--- src/rtl/ram_pkg.sv ---
// ram_pkg: shared definitions for the RAM built-in self-test controller.
//   - default RAM geometry and base data pattern
//   - march FSM state encoding
//   - phase codes reported through fail_phase
package ram_pkg;

    localparam int          ADDER_WIDTH_DEF = 4;
    localparam int          MEM_WIDTH_DEF   = 16;
    localparam int          MEM_DEPTH_DEF   = 8;
    localparam logic [15:0] PATTERN_DEF     = 16'hA5A5;

    typedef enum logic [2:0] {
        S_IDLE  = 3'd0,
        S_WR_UP = 3'd1,
        S_RD_UP = 3'd2,
        S_WR_DN = 3'd3,
        S_RD_DN = 3'd4,
        S_DRAIN = 3'd5,
        S_DONE  = 3'd6
    } state_t;

    localparam logic [1:0] PH_WR_UP = 2'd0;
    localparam logic [1:0] PH_RD_UP = 2'd1;
    localparam logic [1:0] PH_WR_DN = 2'd2;
    localparam logic [1:0] PH_RD_DN = 2'd3;

endpackage

--- src/rtl/ram_bist_addr_gen.sv ---
// ram_bist_addr_gen: loadable up/down address counter for the BIST march.
// Ports:
//   clk, rst        clock (rising edge), synchronous active-low reset
//   load/load_value load the counter (takes priority over step)
//   step/up         advance one address in the selected direction
//   count           current address
//   last            terminal count: MEM_DEPTH-1 when counting up, 0 when down
module ram_bist_addr_gen #(
    parameter int ADDER_WIDTH = 4,
    parameter int MEM_DEPTH   = 8
) (
    input  logic                   clk,
    input  logic                   rst,
    input  logic                   load,
    input  logic [ADDER_WIDTH-1:0] load_value,
    input  logic                   step,
    input  logic                   up,
    output logic [ADDER_WIDTH-1:0] count,
    output logic                   last
);

    localparam logic [ADDER_WIDTH-1:0] LAST_ADDR = ADDER_WIDTH'(MEM_DEPTH - 1);

    assign last = up ? (count == LAST_ADDR) : (count == '0);

    // Stepping is suppressed at the terminal count so the sweep never wraps
    // past MEM_DEPTH-1 or underflows below 0.
    always_ff @(posedge clk) begin
        if (!rst) begin
            count <= '0;
        end else if (load) begin
            count <= load_value;
        end else if (step && !last) begin
            count <= up ? count + 1'b1 : count - 1'b1;
        end
    end

endmodule

--- src/rtl/ram_bist_ctrl.sv ---
// ram_bist_ctrl: march-test BIST master for a single-port RAM.
// Sequence: write E(a) up, read/compare up, write ~E(a) down, read/compare
// down, one drain cycle, then DONE. E(a) = PATTERN ^ zero-extended a.
// Ports:
//   clk, rst                clock (rising edge), synchronous active-low reset
//   start                   begin a test (accepted in IDLE or DONE only)
//   busy, done, pass        run status; pass valid while done=1
//   fail_addr/phase/data    first mismatch, sticky until next start/reset
//   wren, rden, addr, wr_data  RAM access drive
//   rd_data                 RAM read data, one cycle after the read
// Optional build macro RAM_BIST_STOP_ON_FAIL_EN: abort to DONE on the
// first mismatch instead of completing the march.
module ram_bist_ctrl
    import ram_pkg::*;
#(
    parameter int                   ADDER_WIDTH = ADDER_WIDTH_DEF,
    parameter int                   MEM_WIDTH   = MEM_WIDTH_DEF,
    parameter int                   MEM_DEPTH   = MEM_DEPTH_DEF,
    parameter logic [MEM_WIDTH-1:0] PATTERN     = MEM_WIDTH'(PATTERN_DEF)
) (
    input  logic                   clk,
    input  logic                   rst,
    input  logic                   start,
    output logic                   busy,
    output logic                   done,
    output logic                   pass,
    output logic [ADDER_WIDTH-1:0] fail_addr,
    output logic [1:0]             fail_phase,
    output logic [MEM_WIDTH-1:0]   fail_data,
    output logic                   wren,
    output logic                   rden,
    output logic [ADDER_WIDTH-1:0] addr,
    output logic [MEM_WIDTH-1:0]   wr_data,
    input  logic [MEM_WIDTH-1:0]   rd_data
);

    localparam logic [ADDER_WIDTH-1:0] LAST_ADDR = ADDER_WIDTH'(MEM_DEPTH - 1);

    function automatic logic [MEM_WIDTH-1:0] exp_data(input logic [ADDER_WIDTH-1:0] a);
        return PATTERN ^ MEM_WIDTH'(a);
    endfunction

    state_t                 state_q, state_d;
    logic                   cnt_load, cnt_step, cnt_up, cnt_last;
    logic [ADDER_WIDTH-1:0] cnt_load_value, cnt;
    logic                   vld_p1;
    logic [ADDER_WIDTH-1:0] addr_p1;
    logic [MEM_WIDTH-1:0]   exp_p1;
    logic [1:0]             phase_p1;
    logic                   mismatch;
    logic                   fail_seen;
    logic                   accept_start;

    ram_bist_addr_gen #(
        .ADDER_WIDTH (ADDER_WIDTH),
        .MEM_DEPTH   (MEM_DEPTH)
    ) u_addr_gen (
        .clk        (clk),
        .rst        (rst),
        .load       (cnt_load),
        .load_value (cnt_load_value),
        .step       (cnt_step),
        .up         (cnt_up),
        .count      (cnt),
        .last       (cnt_last)
    );

    assign accept_start = start && (state_q == S_IDLE || state_q == S_DONE);
    assign busy         = (state_q != S_IDLE) && (state_q != S_DONE);
    assign done         = (state_q == S_DONE);
    assign pass         = done && !fail_seen;
    assign mismatch     = vld_p1 && (rd_data != exp_p1);

    always_ff @(posedge clk) begin
        if (!rst) begin
            state_q <= S_IDLE;
        end else begin
            state_q <= state_d;
        end
    end

    always_comb begin
        state_d        = state_q;
        cnt_load       = 1'b0;
        cnt_load_value = '0;
        cnt_step       = 1'b0;
        cnt_up         = 1'b1;
        wren           = 1'b0;
        rden           = 1'b0;
        addr           = '0;
        wr_data        = '0;
        case (state_q)
            S_IDLE, S_DONE: begin
                if (start) begin
                    state_d  = S_WR_UP;
                    cnt_load = 1'b1;
                end
            end
            S_WR_UP: begin
                wren    = 1'b1;
                addr    = cnt;
                wr_data = exp_data(cnt);
                if (cnt_last) begin
                    state_d  = S_RD_UP;
                    cnt_load = 1'b1;
                end else begin
                    cnt_step = 1'b1;
                end
            end
            S_RD_UP: begin
                rden = 1'b1;
                addr = cnt;
                if (cnt_last) begin
                    state_d        = S_WR_DN;
                    cnt_load       = 1'b1;
                    cnt_load_value = LAST_ADDR;
                end else begin
                    cnt_step = 1'b1;
                end
            end
            S_WR_DN: begin
                cnt_up  = 1'b0;
                wren    = 1'b1;
                addr    = cnt;
                wr_data = ~exp_data(cnt);
                if (cnt_last) begin
                    state_d        = S_RD_DN;
                    cnt_load       = 1'b1;
                    cnt_load_value = LAST_ADDR;
                end else begin
                    cnt_step = 1'b1;
                end
            end
            S_RD_DN: begin
                cnt_up = 1'b0;
                rden   = 1'b1;
                addr   = cnt;
                if (cnt_last) begin
                    state_d = S_DRAIN;
                end else begin
                    cnt_step = 1'b1;
                end
            end
            S_DRAIN: begin
                state_d = S_DONE;
            end
            default: begin
                state_d = S_IDLE;
            end
        endcase
`ifdef RAM_BIST_STOP_ON_FAIL_EN
        // A mismatch seen while running kills the current access in the
        // same cycle and ends the march.
        if (mismatch && busy) begin
            state_d  = S_DONE;
            cnt_load = 1'b0;
            cnt_step = 1'b0;
            wren     = 1'b0;
            rden     = 1'b0;
            addr     = '0;
            wr_data  = '0;
        end
`endif
    end

    // ---- stage p1: remember what the in-flight read must return ----
    always_ff @(posedge clk) begin
        if (!rst) begin
            vld_p1 <= 1'b0;
        end else begin
            vld_p1 <= rden;
        end
    end

    always_ff @(posedge clk) begin
        addr_p1  <= addr;
        exp_p1   <= (state_q == S_RD_DN) ? ~exp_data(addr) : exp_data(addr);
        phase_p1 <= (state_q == S_RD_DN) ? PH_RD_DN : PH_RD_UP;
    end

    // ---- stage p2: compare rd_data, latch only the first failure ----
    always_ff @(posedge clk) begin
        if (!rst) begin
            fail_seen  <= 1'b0;
            fail_addr  <= '0;
            fail_phase <= '0;
            fail_data  <= '0;
        end else if (accept_start) begin
            fail_seen  <= 1'b0;
            fail_addr  <= '0;
            fail_phase <= '0;
            fail_data  <= '0;
        end else if (mismatch && !fail_seen) begin
            fail_seen  <= 1'b1;
            fail_addr  <= addr_p1;
            fail_phase <= phase_p1;
            fail_data  <= rd_data;
        end
    end

endmodule

--- config.mk ---
export PLATFORM = sky130hd
export DESIGN_NAME = ram_bist_ctrl
export DESIGN_NICKNAME = d
export VERILOG_FILES = /design/src/rtl/ram_pkg.sv /design/src/rtl/ram_bist_addr_gen.sv /design/src/rtl/ram_bist_ctrl.sv
export SDC_FILE = /design/constraint.sdc
export NUM_CORES = 1
export LEC_CHECK = 0
export BUFFER_PORTS_ARGS = -buffer_cell sky130_fd_sc_hd__buf_4
export CAP_MARGIN = 20
export CORE_AREA = 2 2 82 100
export DETAILED_ROUTE_END_ITERATION = 7
export DIE_AREA = 0 0 84 102
export PLACE_DENSITY_LB_ADDON = 0.3
export SLEW_MARGIN = 20
export SYNTH_ARGS = -nofsm -noshare
export SYNTH_HDL_FRONTEND = slang
export SYNTH_HIERARCHICAL = 1
export SYNTH_SLANG_ARGS = --single-unit
--- constraint.sdc ---
create_clock -name clk -period 3.3 [get_ports clk]
set_input_delay 0.165 -clock clk [delete_from_list [all_inputs] [get_ports clk]]
set_output_delay 0.165 -clock clk [all_outputs]
set_load 0.01 [all_outputs]
==> run_results.csv <==
group,metric,value,unit
synthesis,synth_compound_gate_area_share,12.8,%
setup_path,critPathKind,"reg2reg",
synthesis,synth_fa_ha_area_share,3.13,%
placement,dp_hpwl,3900,um
synthesis,synthDistinctLibCells,52,
power_and_ir_drop,switching_share,27.1,%
layout,final_layout_size_suffix_gt1_share,28.9,%
floorplanning,die_w,84,um
layout,fin_nets,333,
clock_network,numCtsBuffers,5,
power_and_ir_drop,p_comb_share,15.8,%
sta,hold_viol,0,
floorplanning,dieHeight,102,um
outcome,status,"completed",
drt,drtAntennaViolNets,0,
power_and_ir_drop,seqPwrFrac,53.1,%
synthesis,ys_async_sr_fraction,0,%
clock_network,ctsHoldBuffers,0,
synthesis,syn_inst,255,
placement,io_buffers,65,
synthesis,yosys.area.top_type,"dfxtp_1",
setup_path,cp_max_fo,8,
grt,grt_max_degree,44,
synthesis,synth_top_family_by_area,"simple AND/OR/NAND/NOR gates",
power_and_ir_drop,cell_internal_pwr,0.000710,W
layout,syn_to_final_growth,25.5,%
synthesis,synth_area,2240,sq um
drt,drc,0,
drt,drt-initial-drc-count,47,
placement,dpl_cell_area,2740,sq um
power_and_ir_drop,power_frac_clock,31.2,%
drt,wl,5300,um
grt,grt_pass1_vias,1757,
clock_network,cts.sinks,41,
grt,grt_overflow,0,
grt,grtUsageTotal,12.0,%
setup_path,required,3.50,ns
clock_network,cts_setup_buffers,0,
floorplanning,core_area,7580,sq um
synthesis,ys_top_cells_by_count,"nand2_1, dfxtp_1, mux2i_1",
synthesis,ys_seq_elements,41,
floorplanning,num_rows,35,
min_path,min_path_cells,3,
drt,first_pass_iters,4,
sta,worst_pin_slew,1.04,ns
power_and_ir_drop,power.density,346,nW/um^2
setup_path,critPathArrivalTime,2.94,ns
min_path,worstHoldStart,"rd_data[6]",
synthesis,synth_top_area_share,36.6,%
setup_path,cp-start-kind,"flip-flop",
sta,setup_viol,0,
power_and_ir_drop,leakage,1.15,nW
synthesis,synth-simple-area-share,22.4,%
drt,route.vias.total,1934,
setup_path,r2r-start,"state_q[2]",
sta,rsz0062_at_grt,"false",
sta,maxSlewHeadroom,30.4,%
setup_path,reg2regPathDepth,11,
clock_network,cts_resized,0,
sta,tns,0,ns
synthesis,synthTopCellsByArea,"dfxtp_1, mux2i_1, nand2_1",
synthesis,synth_edf_count,0,
synthesis,yosysSeqAreaShare,36.6,%
power_and_ir_drop,p_switching,0.000263,W
sta,fin_skew,0.00907,ns
floorplanning,start_util,29.6,%
clock_network,clkTransAtPathRegs,0.08,ns
sta,drv_slew,0,
setup_path,r2r_setup_slack,0.56,ns
setup_path,end_kind,"flip-flop",
min_path,min_delay_worst_endpoint,"fail_data[6]",
layout,nFillCells,810,
layout,n_antenna_cell,0,
synthesis,synth.most_common_cell,"nand2_1",
clock_network,clock_latency,0.29,ns
layout,finalInstanceArea,2810,sq um
sta,fmax,365,MHz
drt,wire_per_inst,13.3,um
clock_network,cts_root_buf,"clkbuf_8",
floorplanning,dieArea,8570,sq um
sta,final.min_clock_period,2.74,ns
sta,timing.final.crit_share,82.9,%
synthesis,postSynthAreaPerCell,8.78,sq um
clock_network,clk_path_buf_depth,2,
drt,vias_per_cell,4.84,
synthesis,synth_mux_area_share,11.8,%
run,cap_violations,0,
clock_network,cts_tree,"yes",
floorplanning,io_pins,66,
placement,place_congestion,0.836,
synthesis,synth_nets,279,
min_path,hold_path_class,"in2reg",
power_and_ir_drop,peakVddDrop,0.210,mV
clock_network,ctsHtreeMaxLevel,2,
grt,antenna_found_initial,0,
synthesis,yosysWarnings,6,
setup_path,reg2reg_to,"u_addr_gen/count[3]",
synthesis,synth_flop_cell,"dfxtp_1",
grt,grt_pass1_wl,8290,um
synthesis,yosys.area_share.xor_xnor,4.64,%
==> logic make-up (layout without fill, tap and decap cells) <==
family / after synthesis / in the layout
AOI/OAI and AO/OA: 36 / 36
xor gates and xnor gates: 11 / 11
adders and majority gates: 5 / 5
buffers and inverters: 34 / 87
DFF: 41 / 41
muxes: 24 / 24
other: 1 / 1
and+or+nand+nor: 103 / 103
==> power groups by stage <==
stage / sequential, W / combinational (W) / clock [W]
global route: 0.000518 / 0.000168 / 0.000335
detailed placement: 0.000528 / 0.000153 / 0
global placement: 0.000528 / 0.000151 / 0
finish: 0.000517 / 0.000154 / 0.000303
CTS: 0.000516 / 0.000154 / 0.000315
floorplan: 0.000523 / 0.0000970 / 0
==> flip-flops by register name, summed over array words and instances, names as in the netlist <==
register / count
addr_p1: 4
fail_addr: 4
vld_p1: 1
state_q: 3
exp_p1: 6
fail_data: 16
phase_p1: 1
fail_phase: 2
u_addr_gen/count: 4
==> layout by cell type (no fill, tap or decap), drive strengths merged, types with 2 or more instances in the layout <==
master  Yosys  layout
nor3        7       7
o21a        2       2
nor3b       2       2
nand4       4       4
inv        10      10
nand3       8       8
nand2b      3       3
nor4        2       2
or3         4       4
a211oi      2       2
or4         4       4
buf        18      71
a21boi      2       2
o211ai      2       2
xnor2       5       5
and2        5       5
nand2      46      46
xor2        6       6
clkbuf      6       5
nand3b      2       2
mux2i      24      24
a21o        2       2
ha          4       4
nor2       13      13
o21ai       7       7
and3        2       2
a21oi       8       8
dfxtp      41      41
==> per-stage QoR <==
step	total power, W	cells	util, %	setup WS, ns	hold slack (ns)
2_1_floorplan	0.000620	255	-	0.487	0.296
3_3_place_gp	0.000679	394	36.1	0.720	0.429
5_1_grt	0.00102	400	37.1	0.277	0.130
3_5_place_dp	0.000681	394	36.1	0.580	0.433
6_report	0.000973	400	37.1	0.563	0.138
4_1_cts	0.000986	400	37.1	0.568	0.129
==> layer usage <==
layer	track usage (%)	up-vias	share of wire, %
met2	22.0	52	50
li1	-	976	-
met4	4.22	0	1.2
met3	2.58	5	5.4
met1	13.9	901	44
met5	0	-	0
==> final cells by class <==
class | instances | area, sq um | area share, %
clock buffer | 5 | 68.8 | 2.45
clock inverter | 1 | 5.00 | 0.178
inverter | 10 | 37.5 | 1.34
multi-input combinational | 180 | 1230 | 43.8
sequential | 41 | 821 | 29.2
tap | 92 | 115 | 4.09
timing repair buffer | 71 | 533 | 19.0
==> worst max-delay path by stage <==
stage | from | to | slack, ns | cells after the start
floorplan | state_q[0] | u_addr_gen/count[3] | 0.49 | 13
detailed placement | state_q[2] | u_addr_gen/count[3] | 0.58 | 11
global placement | state_q[2] | u_addr_gen/count[3] | 0.72 | 11
CTS | state_q[2] | u_addr_gen/count[3] | 0.57 | 11
global route | state_q[2] | u_addr_gen/count[3] | 0.28 | 11
finish | state_q[2] | u_addr_gen/count[3] | 0.56 | 11
==> worst max-delay path, stage by stage, from the launching register on <==
cell and delay (ns):
dfxtp_1 0.52, inv_2 0.11, nor3_1 0.28, nor2_1 0.13
or4_1 0.40, a21o_1 0.26, inv_1 0.18, o21ai_1 0.09
nand2_1 0.22, inv_1 0.12, o2111a_1 0.15, a211oi_1 0.21
No activity file was read; power rests on OpenSTA's default activity.
